## src/rtl/ascon_perm_arbiter_if.sv

```systemverilog
// Requester and permutation-core signals of the Ascon permutation arbiter.
// The slave modport is the arbiter's view; master is the environment's view.
interface ascon_perm_arbiter_if #(
    parameter int unsigned N_REQ   = 2,
    parameter int unsigned STATE_W = 320
);
    logic [N_REQ-1:0]         req;
    logic [N_REQ-1:0]         req_rounds_b;
    logic [N_REQ*STATE_W-1:0] req_state;
    logic [N_REQ-1:0]         gnt;
    logic [N_REQ-1:0]         rsp_valid;
    logic [N_REQ-1:0]         rsp_ready;
    logic [STATE_W-1:0]       rsp_state;
    logic                     rsp_err;
    logic                     perm_start;
    logic [3:0]               perm_nrounds;
    logic [STATE_W-1:0]       perm_in;
    logic                     perm_done;
    logic [STATE_W-1:0]       perm_out;
    logic                     busy;

    modport slave (
        input  req, req_rounds_b, req_state, rsp_ready, perm_done, perm_out,
        output gnt, rsp_valid, rsp_state, rsp_err, perm_start, perm_nrounds, perm_in, busy
    );

    modport master (
        output req, req_rounds_b, req_state, rsp_ready, perm_done, perm_out,
        input  gnt, rsp_valid, rsp_state, rsp_err, perm_start, perm_nrounds, perm_in, busy
    );
endinterface

```

## src/rtl/ascon_perm_arbiter.sv

```systemverilog
// Round-robin arbiter sharing one Ascon permutation core between N_REQ requesters,
// one job in flight, with a watchdog that aborts a job whose core never reports done.
module ascon_perm_arbiter #(
    parameter int unsigned N_REQ    = 2,
    parameter int unsigned STATE_W  = 320,
    parameter int unsigned ROUNDS_A = 12,
    parameter int unsigned ROUNDS_B = 6,
    parameter int unsigned TIMEOUT  = 64
) (
    input logic                 clk,
    input logic                 reset,
    ascon_perm_arbiter_if.slave arb_io
);
    localparam int unsigned IdxW  = $clog2(N_REQ);
    localparam int unsigned WdogW = $clog2(TIMEOUT + 1);

    typedef enum logic [1:0] {StIdle, StIssue, StWait, StResp} state_e;

    state_e             state_q;
    logic [IdxW-1:0]    idx_q;
    logic [IdxW-1:0]    rr_ptr_q;
    logic [WdogW-1:0]   wdog_q;
    logic [N_REQ-1:0]   gnt_q;
    logic [N_REQ-1:0]   rsp_valid_q;
    logic [STATE_W-1:0] rsp_state_q;
    logic               rsp_err_q;
    logic               perm_start_q;
    logic [3:0]         perm_nrounds_q;
    logic [STATE_W-1:0] perm_in_q;

    logic               sel_found;
    logic [IdxW-1:0]    sel_idx;
    logic [IdxW:0]      cand;

    // First requesting index at or after rr_ptr, wrapping modulo N_REQ.
    always_comb begin
        sel_found = 1'b0;
        sel_idx   = '0;
        cand      = '0;
        for (int unsigned k = 0; k < N_REQ; k++) begin
            cand = {1'b0, rr_ptr_q} + (IdxW + 1)'(k);
            if (cand >= (IdxW + 1)'(N_REQ)) begin
                cand = cand - (IdxW + 1)'(N_REQ);
            end
            if (!sel_found && arb_io.req[cand[IdxW-1:0]]) begin
                sel_found = 1'b1;
                sel_idx   = cand[IdxW-1:0];
            end
        end
    end

    always_ff @(posedge clk) begin
        if (!reset) begin
            state_q        <= StIdle;
            idx_q          <= '0;
            rr_ptr_q       <= '0;
            wdog_q         <= '0;
            gnt_q          <= '0;
            rsp_valid_q    <= '0;
            rsp_state_q    <= '0;
            rsp_err_q      <= 1'b0;
            perm_start_q   <= 1'b0;
            perm_nrounds_q <= '0;
            perm_in_q      <= '0;
        end else begin
            gnt_q        <= '0;
            perm_start_q <= 1'b0;
            unique case (state_q)
                StIdle: begin
                    if (sel_found) begin
                        idx_q          <= sel_idx;
                        perm_in_q      <= arb_io.req_state[sel_idx*STATE_W +: STATE_W];
                        perm_nrounds_q <= arb_io.req_rounds_b[sel_idx] ? 4'(ROUNDS_B)
                                                                       : 4'(ROUNDS_A);
                        gnt_q          <= N_REQ'(1) << sel_idx;
                        perm_start_q   <= 1'b1;
                        wdog_q         <= '0;
                        state_q        <= StIssue;
                    end
                end
                StIssue: begin
                    // Watchdog counts from the start pulse so the abort lands TIMEOUT
                    // cycles after perm_start.
                    wdog_q  <= wdog_q + 1'b1;
                    state_q <= StWait;
                end
                StWait: begin
                    wdog_q <= wdog_q + 1'b1;
                    if (arb_io.perm_done) begin
                        rsp_state_q <= arb_io.perm_out;
                        rsp_err_q   <= 1'b0;
                        rsp_valid_q <= N_REQ'(1) << idx_q;
                        state_q     <= StResp;
                    end else if (wdog_q == WdogW'(TIMEOUT - 1)) begin
                        rsp_state_q <= '0;
                        rsp_err_q   <= 1'b1;
                        rsp_valid_q <= N_REQ'(1) << idx_q;
                        state_q     <= StResp;
                    end
                end
                StResp: begin
                    if (arb_io.rsp_ready[idx_q]) begin
                        rsp_valid_q <= '0;
                        rr_ptr_q    <= (idx_q == IdxW'(N_REQ - 1)) ? '0 : idx_q + 1'b1;
                        state_q     <= StIdle;
                    end
                end
                default: state_q <= StIdle;
            endcase
        end
    end

    assign arb_io.gnt          = gnt_q;
    assign arb_io.rsp_valid    = rsp_valid_q;
    assign arb_io.rsp_state    = rsp_state_q;
    assign arb_io.rsp_err      = rsp_err_q;
    assign arb_io.perm_start   = perm_start_q;
    assign arb_io.perm_nrounds = perm_nrounds_q;
    assign arb_io.perm_in      = perm_in_q;
    assign arb_io.busy         = (state_q != StIdle);
endmodule

```

## src/flat_wrapper.sv

```systemverilog
// flat-port wrapper written by rule: the top's interface ports become plain ports
module ascon_perm_arbiter_flat 
#(
    parameter int unsigned N_REQ    = 2,
    parameter int unsigned STATE_W  = 320,
    parameter int unsigned ROUNDS_A = 12,
    parameter int unsigned ROUNDS_B = 6,
    parameter int unsigned TIMEOUT  = 64
)
  (clk, reset, arb_io_req, arb_io_req_rounds_b, arb_io_req_state, arb_io_rsp_ready, arb_io_perm_done, arb_io_perm_out, arb_io_gnt, arb_io_rsp_valid, arb_io_rsp_state, arb_io_rsp_err, arb_io_perm_start, arb_io_perm_nrounds, arb_io_perm_in, arb_io_busy);
  ascon_perm_arbiter_if #(.N_REQ(N_REQ), .STATE_W(STATE_W)) arb_io_i ();
  input logic clk;
  input logic reset;
  input wire logic [$bits(arb_io_i.req)-1:0] arb_io_req;
  input wire logic [$bits(arb_io_i.req_rounds_b)-1:0] arb_io_req_rounds_b;
  input wire logic [$bits(arb_io_i.req_state)-1:0] arb_io_req_state;
  input wire logic [$bits(arb_io_i.rsp_ready)-1:0] arb_io_rsp_ready;
  input wire logic [$bits(arb_io_i.perm_done)-1:0] arb_io_perm_done;
  input wire logic [$bits(arb_io_i.perm_out)-1:0] arb_io_perm_out;
  output wire logic [$bits(arb_io_i.gnt)-1:0] arb_io_gnt;
  output wire logic [$bits(arb_io_i.rsp_valid)-1:0] arb_io_rsp_valid;
  output wire logic [$bits(arb_io_i.rsp_state)-1:0] arb_io_rsp_state;
  output wire logic [$bits(arb_io_i.rsp_err)-1:0] arb_io_rsp_err;
  output wire logic [$bits(arb_io_i.perm_start)-1:0] arb_io_perm_start;
  output wire logic [$bits(arb_io_i.perm_nrounds)-1:0] arb_io_perm_nrounds;
  output wire logic [$bits(arb_io_i.perm_in)-1:0] arb_io_perm_in;
  output wire logic [$bits(arb_io_i.busy)-1:0] arb_io_busy;
  assign arb_io_i.req = arb_io_req;
  assign arb_io_i.req_rounds_b = arb_io_req_rounds_b;
  assign arb_io_i.req_state = arb_io_req_state;
  assign arb_io_i.rsp_ready = arb_io_rsp_ready;
  assign arb_io_i.perm_done = arb_io_perm_done;
  assign arb_io_i.perm_out = arb_io_perm_out;
  assign arb_io_gnt = arb_io_i.gnt;
  assign arb_io_rsp_valid = arb_io_i.rsp_valid;
  assign arb_io_rsp_state = arb_io_i.rsp_state;
  assign arb_io_rsp_err = arb_io_i.rsp_err;
  assign arb_io_perm_start = arb_io_i.perm_start;
  assign arb_io_perm_nrounds = arb_io_i.perm_nrounds;
  assign arb_io_perm_in = arb_io_i.perm_in;
  assign arb_io_busy = arb_io_i.busy;
  ascon_perm_arbiter #(.N_REQ(N_REQ), .STATE_W(STATE_W), .ROUNDS_A(ROUNDS_A), .ROUNDS_B(ROUNDS_B), .TIMEOUT(TIMEOUT)) u_core (.clk(clk), .reset(reset), .arb_io(arb_io_i));
endmodule
```

## config.mk

```make
export PLATFORM = sky130hd
export DESIGN_NAME = ascon_perm_arbiter_flat
export DESIGN_NICKNAME = d
export VERILOG_FILES = /design/src/rtl/ascon_perm_arbiter_if.sv /design/src/rtl/ascon_perm_arbiter.sv /design/src/flat_wrapper.sv
export SDC_FILE = /design/constraint.sdc
export NUM_CORES = 1
export LEC_CHECK = 0
export CAP_MARGIN = 30
export CORE_AREA = 4 4 635 637
export CTS_CLUSTER_SIZE = 20
export DETAILED_ROUTE_END_ITERATION = 7
export DIE_AREA = 0 0 639 641
export GPL_TIMING_DRIVEN = 1
export PLACE_DENSITY = 0.35
export SLEW_MARGIN = 0
export SYNTH_ARGS = -nofsm -noshare
export SYNTH_HDL_FRONTEND = slang
export SYNTH_SLANG_ARGS = --single-unit
```

## constraint.sdc

```tcl
create_clock -name clk -period 2.5 [get_ports clk]
set_clock_uncertainty 0.1 [all_clocks]
set_input_delay 0.375 -clock clk [delete_from_list [all_inputs] [get_ports clk]]
set_output_delay 0.375 -clock clk [all_outputs]
set_load 0.02 [all_outputs]
```

==> key figures, run 1 <==
Critical path
  – Data required time of the worst path: 2.03 ns
  – Critical-path maximum fanout: 2
  – Critical path startpoint category: flip-flop
  – Slowest CP cell: sky130_fd_sc_hd__clkdlybuf4s50_1
  – Setup slack of the worst register-to-register path: 0.21 ns
  – Capture point of the worst reg-to-reg path: u_core.arb_io.perm_in[270]
  – Cells along the critical path: clkdlybuf4s50_1
  – Crit end category: output port
  – Data arrival at the endpoint of the critical path: 1.94 ns
  – Buf/Inv on CP: 1
  – Reg2Reg Launch Point: u_core.state_q[0]
  – Path depth of the worst reg2reg path: 9
  – Stage delay of the slowest cell on the critical path: about 0.67 ns
  – Setup CP Type: reg2out
  – Cell family with the largest share of critical-path delay: buffers and inverters

Placed design
  – Count of buffers inserted at the top-level ports: 1618
  – Number of placed instances with taps included: between 9000 and 10000
  – HPWL after detailed placement: 243500 µm
  – Placer's final routability congestion estimate: around 0.95

STA
  – Fmax: 0.4143 GHz
  – Worst-margin pin slew: 0.7977 ns
  – Part of the cycle the worst path needs: a little over nine tenths
  – RSZ-0062 raised after global routing: false
  – Slew margin rel.: a little under half
  – Min Hold Slack: 0.09245 ns
  – Min Tclk post-route: 2.413 ns
  – Number of hold violations in the final report: 0
  – Max Transition Viols Final: 0
  – Setup violation total in the final timing report: 0

Job
  – Max-cap violations: 0

Hold path
  – Worst hold start: arb_io_req_state[150]
  – Class of the worst hold path: in2reg
  – Hold Path Cell Cnt: 3
  – Hold Crit Endpoint: u_core.arb_io.perm_in[150]

Clock network
  – Number of sinks driven by the clock tree: 660
  – CTS tree: done
  – Number of buffers on the longest clock path: 4
  – Clock transition at path regs: 0.06 ns
  – Cell at the root of the clock tree: sky130_fd_sc_hd__clkbuf_16
  – Number of H-tree levels: 3
  – Clock insertion delay at the later pin of the skew report: 0.79 ns
  – CTS Buf Count: 96

Floorplan
  – Die height: 641 µm
  – IO Pins: 1620
  – Initial cell density of the core: under 10%
  – Overall die width: about 640 µm
  – Die outline area: 409600 µm²
  – Row Count: 232
  – Core area: 398000 µm²

Layout
  – Filler instances: roughly 45000
  – Synthesis-to-finish area growth: 127.9%
  – Final Instance Count excl. Fillers: 10050
  – Final nets: 5641
  – Most common cell after layout, fill and taps aside: sky130_fd_sc_hd__clkdlybuf4s50_1
  – Utilization of the core after routing: ~14%
  – Most frequent cells in the layout: 1488 x sky130_fd_sc_hd__clkdlybuf4s50_1, 660 x sky130_fd_sc_hd__dfxtp_1, 653 x sky130_fd_sc_hd__nand2_1
  – Layout cells sized above 1: 7.152%

Route
  – Routed wirelength normalized by instance count: 27.90 µm
  – DRT Wirelength: 280300 µm
  – Post-route DRC: 0
  – First DRT Iteration DRCs: between 1500 and 2000
  – Via/cell ratio: 3.044
  – Router iterations before antenna repair: 8
  – Vias post-DR: 30590
  – Number of nets still failing antenna checks after routing: 0

Logic synthesis
  – Average cell area after synthesis: 9.305 µm²
  – Register bit total from synthesis: 660
  – Net count after synthesis: 3575
  – Post-Syn Instances: 2601
  – Mapped cell area: 24200 µm²
  – Number of different library cells in the post-synthesis netlist: 37
  – Sequential area share after synthesis: 54.59%
  – Synthesis Warnings: 0

Power
  – VDD IR-drop max: roughly 0.00044 V
  – Areal power density over the cells: about 860 nW/µm²
  – Static leakage: 20.04 nW

Global routing
  – Via count of the first global-routing pass: 30590
  – Global route overflow: 0
  – Initial antenna violation count: 236
  – Global-route wire length before repair: around 350000 µm
  – GRT Overall Usage: between 10% and 20%
  – Largest net degree at the start of global routing: 103

Status
  – Outcome: finished clean
==> how the worst max path moves through the flow <==
| stage | from | end | cells past startpoint |
|---|---|---|---|
| after floorplan | u_core.state_q[0] | u_core.arb_io.perm_in[116] | 8 |
| after global placement | arb_io_req[1] | u_core.arb_io.perm_in[266] | 7 |
| after detailed placement | arb_io_req[1] | u_core.arb_io.perm_in[270] | 7 |
| after CTS | u_core.arb_io.rsp_state[275] | arb_io_rsp_state[275] | 1 |
| after global routing | u_core.arb_io.rsp_state[155] | arb_io_rsp_state[155] | 1 |
| final | u_core.arb_io.perm_in[181] | arb_io_perm_in[181] | 1 |
==> cells in the mapped netlist, drive strengths merged <==
cell / n / area (µm²)
o21ai: 6 / 33.78
nor2: 335 / 1260
o211a: 1 / 10.01
o21a: 1 / 7.510
nand4: 2 / 12.51
a21oi: 8 / 43.79
ha: 5 / 62.56
nand3: 2 / 10.01
nor4: 3 / 18.77
conb: 1 / 3.750
clkbuf: 69 / 259.0
nor2b: 1 / 6.260
inv: 8 / 30.03
a211oi: 2 / 15.01
a22o: 320 / 2803
buf: 182 / 980.9
a2111oi: 1 / 8.760
xnor2: 5 / 43.79
o211ai: 3 / 22.52
a311oi: 320 / 2803
nand2: 653 / 2451
mux2i: 4 / 40.04
nand2b: 1 / 6.260
nand3b: 2 / 15.01
dfxtp: 660 / 13210
or3: 1 / 6.260
and3: 1 / 6.260
nor4b: 1 / 8.760
o21bai: 1 / 7.510
nor3b: 2 / 15.01
==> worst reg2reg max path: cells and delay by family (launching register included) <==
kind                     cells  cell delay (ns)
AND/OR/NAND/NOR              2             0.18
adder cells (fa/ha/maj)      1             0.31
buffers and inverters        5             0.98
flip-flops                   1             0.31
AO/OA/AOI/OAI                1             0.30
==> routing by layer <==
layer	vias to the layer above	GRT usage (%)	wire length, µm
met1	14660	13.59	99740
met5	-	0	516
met3	624	4.625	24210
met2	1671	24.09	143500
met4	78	4.008	12360
li1	13560	-	-
==> where the power goes <==
part / total [W] / internal, W / switching, W / leakage (nW)
sequential: 0.0143 / 0.0128 / 0.00145 / 5.41
clock: 0.0139 / 0.00820 / 0.00574 / 1.54
combinational: 0.0192 / 0.00842 / 0.0108 / 13.1
==> final cells by class <==
class / instances / area (µm²) / share of cell area, %
Sequential cell: 660 / 13210 / 23.96
Clock inverter: 32 / 336.6 / 0.6103
Tap cell: 5265 / 6588 / 11.95
Inverter: 8 / 37.54 / 0.06806
Timing Repair Buffer: 2219 / 22310 / 40.45
Clock buffer: 139 / 2805 / 5.087
Multi-Input combinational cell: 1682 / 9753 / 17.68
Antenna cell: 43 / 107.6 / 0.1951
==> what timing repair did <==
| item | 4_1_cts | 5_1_grt |
|---|---|---|
| buffers inserted | 0 | 1 |
| hold buffers | 443 | 0 |
| pin swaps | 0 | 1 |
| gates resized for setup | 111 | 4 |
| hold endpoints to repair | 351 | 0 |
| gates cloned | 0 | 0 |
| endpoints found under the setup margin | 106 | 21 |
==> metrics by stage <==
| step | setup slack (ns) | total power, W | instance area (µm²) | TNS (ns) |
|---|---|---|---|---|
| global route | 0.004741 | 0.04988 | 55110 | 0 |
| floorplan | 0.7384 | 0.02234 | 24200 | 0 |
| global placement | -0.2305 | 0.03323 | 47570 | -29.77 |
| CTS | 0.0007334 | 0.04838 | 55010 | 0 |
| detailed placement | -0.2831 | 0.03333 | 47570 | -32.83 |
| finish | 0.08654 | 0.04744 | 55150 | 0 |
==> sequential cells by signal, indices dropped and copies added (netlist names) <==
name,cells
u_core.arb_io.gnt,2
u_core.arb_io.perm_in,320
u_core.arb_io.perm_nrounds,3
u_core.arb_io.perm_start,1
u_core.arb_io.rsp_err,1
u_core.arb_io.rsp_state,320
u_core.arb_io.rsp_valid,2
u_core.idx_q,1
u_core.rr_ptr_q,1
u_core.state_q,2
u_core.wdog_q,7
==> cell families (layout without fill, tap and decap cells) <==
| group | after synthesis | count (layout) | synth area share [%] |
|---|---|---|---|
| AO/OA/AOI/OAI | 663 | 663 | 23.77 |
| XOR/XNOR | 5 | 5 | 0.1809 |
| adder cells (fa/ha/maj) | 5 | 5 | 0.2585 |
| buffers and inverters | 259 | 2398 | 5.247 |
| flip-flops | 660 | 660 | 54.59 |
| multiplexers | 4 | 4 | 0.1654 |
| other | 1 | 44 | 0.01549 |
| AND/OR/NAND/NOR | 1004 | 1004 | 15.77 |
(Power assumes the default switching activity.)
==> inputs of run 2 (changes only) <==
--- a/config.mk
+++ b/config.mk
@@ -5,13 +5,17 @@
 export SDC_FILE = /design/constraint.sdc
 export NUM_CORES = 1
 export LEC_CHECK = 0
+export ABC_AREA = 1
 export CAP_MARGIN = 30
-export CORE_AREA = 4 4 635 637
+export CELL_PAD_IN_SITES_DETAIL_PLACEMENT = 1
+export CELL_PAD_IN_SITES_GLOBAL_PLACEMENT = 1
+export CORE_AREA = 4 4 625 627
+export CTS_BUF_LIST = sky130_fd_sc_hd__clkbuf_2
 export CTS_CLUSTER_SIZE = 20
 export DETAILED_ROUTE_END_ITERATION = 7
-export DIE_AREA = 0 0 639 641
+export DIE_AREA = 0 0 629 631
 export GPL_TIMING_DRIVEN = 1
-export PLACE_DENSITY = 0.35
+export PLACE_DENSITY = 0.43
 export SLEW_MARGIN = 0
 export SYNTH_ARGS = -nofsm -noshare
 export SYNTH_HDL_FRONTEND = slang
==> key figures, run 2 <==
Status
  – Outcome: aborted with a tool error
  – Stage where the flow stopped: clock tree synthesis
  – Tool error: [ERROR RSZ-0060] Max buffer count reached.

Logic synthesis
  – Post-synthesis xor/xnor area fraction: 0% (-0.18 points)
  – Net count after synthesis: 4636 (+30%)
  – Leading cell types by count after synthesis: 998 x sky130_fd_sc_hd__nand2_1, 660 x sky130_fd_sc_hd__dfxtp_1, 589 x sky130_fd_sc_hd__nand3_1
  – Fraction of the mapped netlist area in compound gates: 18.98% (-4.8 points)
  – Synthesis Warnings: 0 (unchanged)
  – Post-synthesis async set-or-reset flop share: 0% (unchanged)
  – Main combinational cell family by area after synthesis: simple AND/OR/NAND/NOR gates
  – Number of synthesized flops with an enable pin: 0 (unchanged)
  – Number of different library cells in the post-synthesis netlist: 26 (-30%)
  – Fraction of synthesized area in multiplexers: 0% (-0.17 points)
  – Post-synth top area share: 45.07% (-9.5 points)
  – Post-Syn Instances: 3662 (+41%)
  – Simple-gate area share of the yosys netlist: 25.28% (+9.5 points)
  – Dominant cell by count in the synthesized netlist: sky130_fd_sc_hd__nand2_1
  – Ranking of synthesized cells by area: sky130_fd_sc_hd__dfxtp_1 45%, sky130_fd_sc_hd__nand2_1 13%, sky130_fd_sc_hd__o211ai_2 12%
  – Average cell area after synthesis: 8.005 µm² (-14%)
  – Most used flip-flop cell after synthesis: sky130_fd_sc_hd__dfxtp_1
  – Register bit total from synthesis: 660 (unchanged)
  – Most area-hungry cell type in the Yosys netlist: sky130_fd_sc_hd__dfxtp_1
  – Mapped cell area: 29310 µm² (+21%)
  – Sequential area share after synthesis: 45.07% (-9.5 points)
  – Adder-cell share of the synthesized area: 0.2134% (-0.045 points)

Clock network
  – Number of buffers on the longest clock path: 4 (unchanged)
  – Number of cells upsized or downsized after cts: 4756 (+4200%)
  – Number of sinks driven by the clock tree: 660 (unchanged)
  – Number of H-tree levels: 4 (+1)
  – CTS Buf Count: 226 (+140%)
  – Hold-fix buffers, CTS: 2166 (+390%)
  – Setup fix buffers added after clock tree synthesis: 250 (+250)
  – Cell at the root of the clock tree: sky130_fd_sc_hd__clkbuf_2

Floorplan
  – IO Pins: 1620 (unchanged)
  – Row Count: 228 (-1.7%)
  – Die height: 631 µm (-1.6%)
  – Initial cell density of the core: 7.617% (+1.5 points)
  – Overall die width: 629 µm (-1.6%)

Placed design
  – HPWL after detailed placement: 267100 µm (+9.7%)
  – Placer's final routability congestion estimate: 0.8778 (-8.0%)
  – Cell area after placement: 51800 µm² (+8.9%)
  – Count of buffers inserted at the top-level ports: 1618 (unchanged)
-- run 2: changes by cell type after synthesis, sizes merged, moves of 320 or more --
cell	before	now
inv	8	344
nand3	2	649
a311oi	320	0
a22o	320	0
nand2	653	999
a21oi	8	328
-- run 2: through the flow --
step           instances  worst slack [ns]
3_3_place_gp       10180         -0.004684
3_5_place_dp       10180          -0.03784
2_1_floorplan       3662            0.8593
-- run 2: logic make-up after synthesis --
family	Yosys count
buffers and inverters	664
flip-flops	660
AND/OR/NAND/NOR	1673
adder cells (fa/ha/maj)	5
other	1
AO/OA/AOI/OAI	659
==> inputs of run 3 (changes only) <==
--- a/config.mk
+++ b/config.mk
@@ -7,15 +7,11 @@
 export LEC_CHECK = 0
 export ABC_AREA = 1
 export CAP_MARGIN = 30
-export CELL_PAD_IN_SITES_DETAIL_PLACEMENT = 1
-export CELL_PAD_IN_SITES_GLOBAL_PLACEMENT = 1
-export CORE_AREA = 4 4 625 627
-export CTS_BUF_LIST = sky130_fd_sc_hd__clkbuf_2
-export CTS_CLUSTER_SIZE = 20
+export CORE_AREA = 4 4 633 635
 export DETAILED_ROUTE_END_ITERATION = 7
-export DIE_AREA = 0 0 629 631
+export DIE_AREA = 0 0 637 639
 export GPL_TIMING_DRIVEN = 1
-export PLACE_DENSITY = 0.43
+export PLACE_DENSITY_LB_ADDON = 0.15
 export SLEW_MARGIN = 0
 export SYNTH_ARGS = -nofsm -noshare
 export SYNTH_HDL_FRONTEND = slang
==> key figures, run 3 <==
Layout
  – Filler instances: 45060
  – Combined flip-flop and latch cell area: roughly 13000 µm²
  – Footprint of the multi-input gates: 13080 µm²
  – Most frequent cells in the layout: 1329 x sky130_fd_sc_hd__clkdlybuf4s50_1, 997 x sky130_fd_sc_hd__nand2_1, 659 x sky130_fd_sc_hd__dfxtp_1
  – Final design area excluding fillers: between 50000 and 60000 µm²
  – Most common cell after layout, fill and taps aside: sky130_fd_sc_hd__clkdlybuf4s50_1
  – Layout cells sized above 1: 14.79%
  – Synthesis-to-finish area growth: 98.19%
  – Final nets: 6466

Critical path
  – Capture point of the worst reg-to-reg path: u_core.arb_io.rsp_state[62]
  – Setup CP Type: reg2out
  – Data required time of the worst path: 2.03 ns
  – Stage delay of the slowest cell on the critical path: 0.75 ns
  – Buf/Inv on CP: 1
  – Cell family with the largest share of critical-path delay: buffers and inverters
  – Critical path startpoint category: flip-flop
  – Data arrival at the endpoint of the critical path: around 1.9 ns
  – Path depth of the worst reg2reg path: 7
  – Critical-path maximum fanout: 2
  – Crit end category: output port
  – Levels on crit path: 1
  – Cells along the critical path: clkdlybuf4s50_1
  – Reg2Reg Launch Point: u_core.state_q[0]
  – Slowest CP cell: sky130_fd_sc_hd__clkdlybuf4s50_1
  – Setup slack of the worst register-to-register path: between 0.2 and 0.3 ns

Logic synthesis
  – Number of synthesized flops with an enable pin: 0 (unchanged)
  – Post-Syn Instances: 3662 (unchanged)
  – Register bit total from synthesis: 660 (unchanged)
  – Average cell area after synthesis: 8.005 µm² (unchanged)
  – Sequential area share after synthesis: 45.07% (unchanged)
  – Post-synthesis async set-or-reset flop share: 0% (unchanged)
  – Dominant cell by count in the synthesized netlist: sky130_fd_sc_hd__nand2_1
  – Ranking of synthesized cells by area: sky130_fd_sc_hd__dfxtp_1 45%, sky130_fd_sc_hd__nand2_1 13%, sky130_fd_sc_hd__o211ai_2 12%
  – Most area-hungry cell type in the Yosys netlist: sky130_fd_sc_hd__dfxtp_1
  – Synthesis Warnings: 0 (unchanged)
  – Leading cell types by count after synthesis: 998 x sky130_fd_sc_hd__nand2_1, 660 x sky130_fd_sc_hd__dfxtp_1, 589 x sky130_fd_sc_hd__nand3_1
  – Number of different library cells in the post-synthesis netlist: 26 (unchanged)
  – Net count after synthesis: 4636 (unchanged)
  – Most used flip-flop cell after synthesis: sky130_fd_sc_hd__dfxtp_1
  – Mapped cell area: 29310 µm² (unchanged)
  – Post-synth top area share: 45.07% (unchanged)

STA
  – Number of hold violations in the final report: 0
  – Setup violation total in the final timing report: 0
  – Final worst setup slack: ~0.11 ns
  – Min Tclk post-route: 2.392 ns
  – Slew margin rel.: 38.70%
  – Part of the cycle the worst path needs: 95.68%
  – Fmax: around 0.42 GHz
  – Worst-margin pin slew: 0.9196 ns
  – Max Transition Viols Final: 0
  – RSZ-0062 raised after global routing: false

Route
  – Via/cell ratio: 3.181
  – Router iterations before antenna repair: 7
  – Vias post-DR: 34590
  – Number of nets still failing antenna checks after routing: 0
  – Routed wirelength normalized by instance count: 28.72 µm
  – DRT Wirelength: 312200 µm
  – Post-route DRC: 0
  – First DRT Iteration DRCs: 2046

Floorplan
  – Row Count: 231 (+1.3%)
  – Core area: around 400000 µm²
  – Overall die width: 637 µm (+1.3%)
  – IO Pins: 1620 (unchanged)
  – Die outline area: a little over 400000 µm²
  – Initial cell density of the core: 7.419% (-0.20 points)
  – Die height: 639 µm (+1.3%)

Clock network
  – Clock transition at path regs: 0.06 ns
  – CTS Buf Count: 109 (-52%)
  – Number of sinks driven by the clock tree: 660 (unchanged)
  – Number of buffers on the longest clock path: 4 (unchanged)
  – Number of H-tree levels: 3 (-1)
  – Cell at the root of the clock tree: sky130_fd_sc_hd__clkbuf_16
  – Clock insertion delay at the later pin of the skew report: approximately 0.82 ns
  – CTS tree: done

Hold path
  – Class of the worst hold path: in2reg
  – Hold Crit Endpoint: u_core.arb_io.rsp_state[11]
  – Worst hold start: arb_io_perm_out[11]
  – Hold Path Cell Cnt: 3

Job
  – Max-cap violations: 0

Placed design
  – HPWL after detailed placement: 266000 µm (-0.40%)
  – Cell area after placement: 52200 µm² (+0.79%)
  – Count of buffers inserted at the top-level ports: 1618 (unchanged)
  – Placer's final routability congestion estimate: 0.8784 (about the same)
  – Worst setup slack before clock tree synthesis: -0.008492 ns (+0.02935 ns)

Global routing
  – Largest net degree at the start of global routing: about 120
  – GRT Overall Usage: 14.66%
  – Global route overflow: 0
  – Global-route wire length before repair: 393100 µm
  – Via count of the first global-routing pass: 35280
  – Initial antenna violation count: 225

Status
  – Outcome: finished clean

Power
  – Areal power density over the cells: 936.4 nW/µm²
  – Static leakage: 22.99 nW
  – VDD IR-drop max: 0.0006366 V
[run 3: stage by stage]
stage	util (%)	hold WS, ns	std cells	setup TNS [ns]	power (W)
3_3_place_gp	13.21	0.3333	10370	-0.01008	0.03996
3_5_place_dp	13.21	0.3326	10370	-0.008492	0.03996
4_1_cts	14.66	0.00003531	10810	-0.06834	0.05615
6_report	14.70	0.1073	10870	0	0.05440
2_1_floorplan	-	0.3253	3662	0	0.02635
5_1_grt	14.68	0.04271	10830	0	0.05754
[run 3: kinds of logic after synthesis]
group,count (synthesis),synth area share (%)
fa+ha+maj,5,0.2134
buf+inv,664,10.44
flops,660,45.07
other cells,1,0.01279
simple gates,1673,25.28
compound gates,659,18.98
[run 3: routing by layer]
metal | global-route usage, % | routed length, µm | vias to the layer above
li1 | - | - | 15890
met4 | 3.174 | 6857 | 90
met5 | 0 | 601 | -
met3 | 6.741 | 32590 | 427
met1 | 16.72 | 122500 | 16740
met2 | 24.90 | 149700 | 1442
[run 3: area by class of cell]
| cell class | instances | share of cell area (%) |
|---|---|---|
| clock buffers | 159 | 5.542 |
| diodes | 59 | 0.2541 |
| clock inverters | 32 | 0.5190 |
| multi-input cells | 2338 | 22.52 |
| well taps | 5242 | 11.29 |
| flip-flops and latches | 660 | 22.75 |
| inverters | 344 | 2.274 |
| repair buffers | 2039 | 34.86 |
[run 3: worst max path at each step]
stage                                     from                          to
floorplan                    u_core.state_q[0]  u_core.arb_io.perm_in[212]
global placement                 arb_io_req[0]   u_core.arb_io.perm_in[97]
detailed placement               arb_io_req[1]   u_core.arb_io.perm_in[77]
CTS                          u_core.state_q[1]                 arb_io_busy
global route        u_core.arb_io.rsp_state[5]         arb_io_rsp_state[5]
finish              u_core.arb_io.perm_in[273]         arb_io_perm_in[273]
[run 3: repair_timing]
action | 4_1_cts | 5_1_grt
endpoints found under the setup margin | 248 | 3
resized for setup | 255 | 5
buffers inserted | 0 | 0
hold endpoints to repair | 275 | 0
hold buffers | 251 | 0
[run 3: power by group]
group	leakage, nW	switching (W)	internal (W)	total [W]
clock network	1.73	0.00629	0.00925	0.0155
registers	5.41	0.00209	0.0130	0.0151
logic	15.9	0.0146	0.00915	0.0237
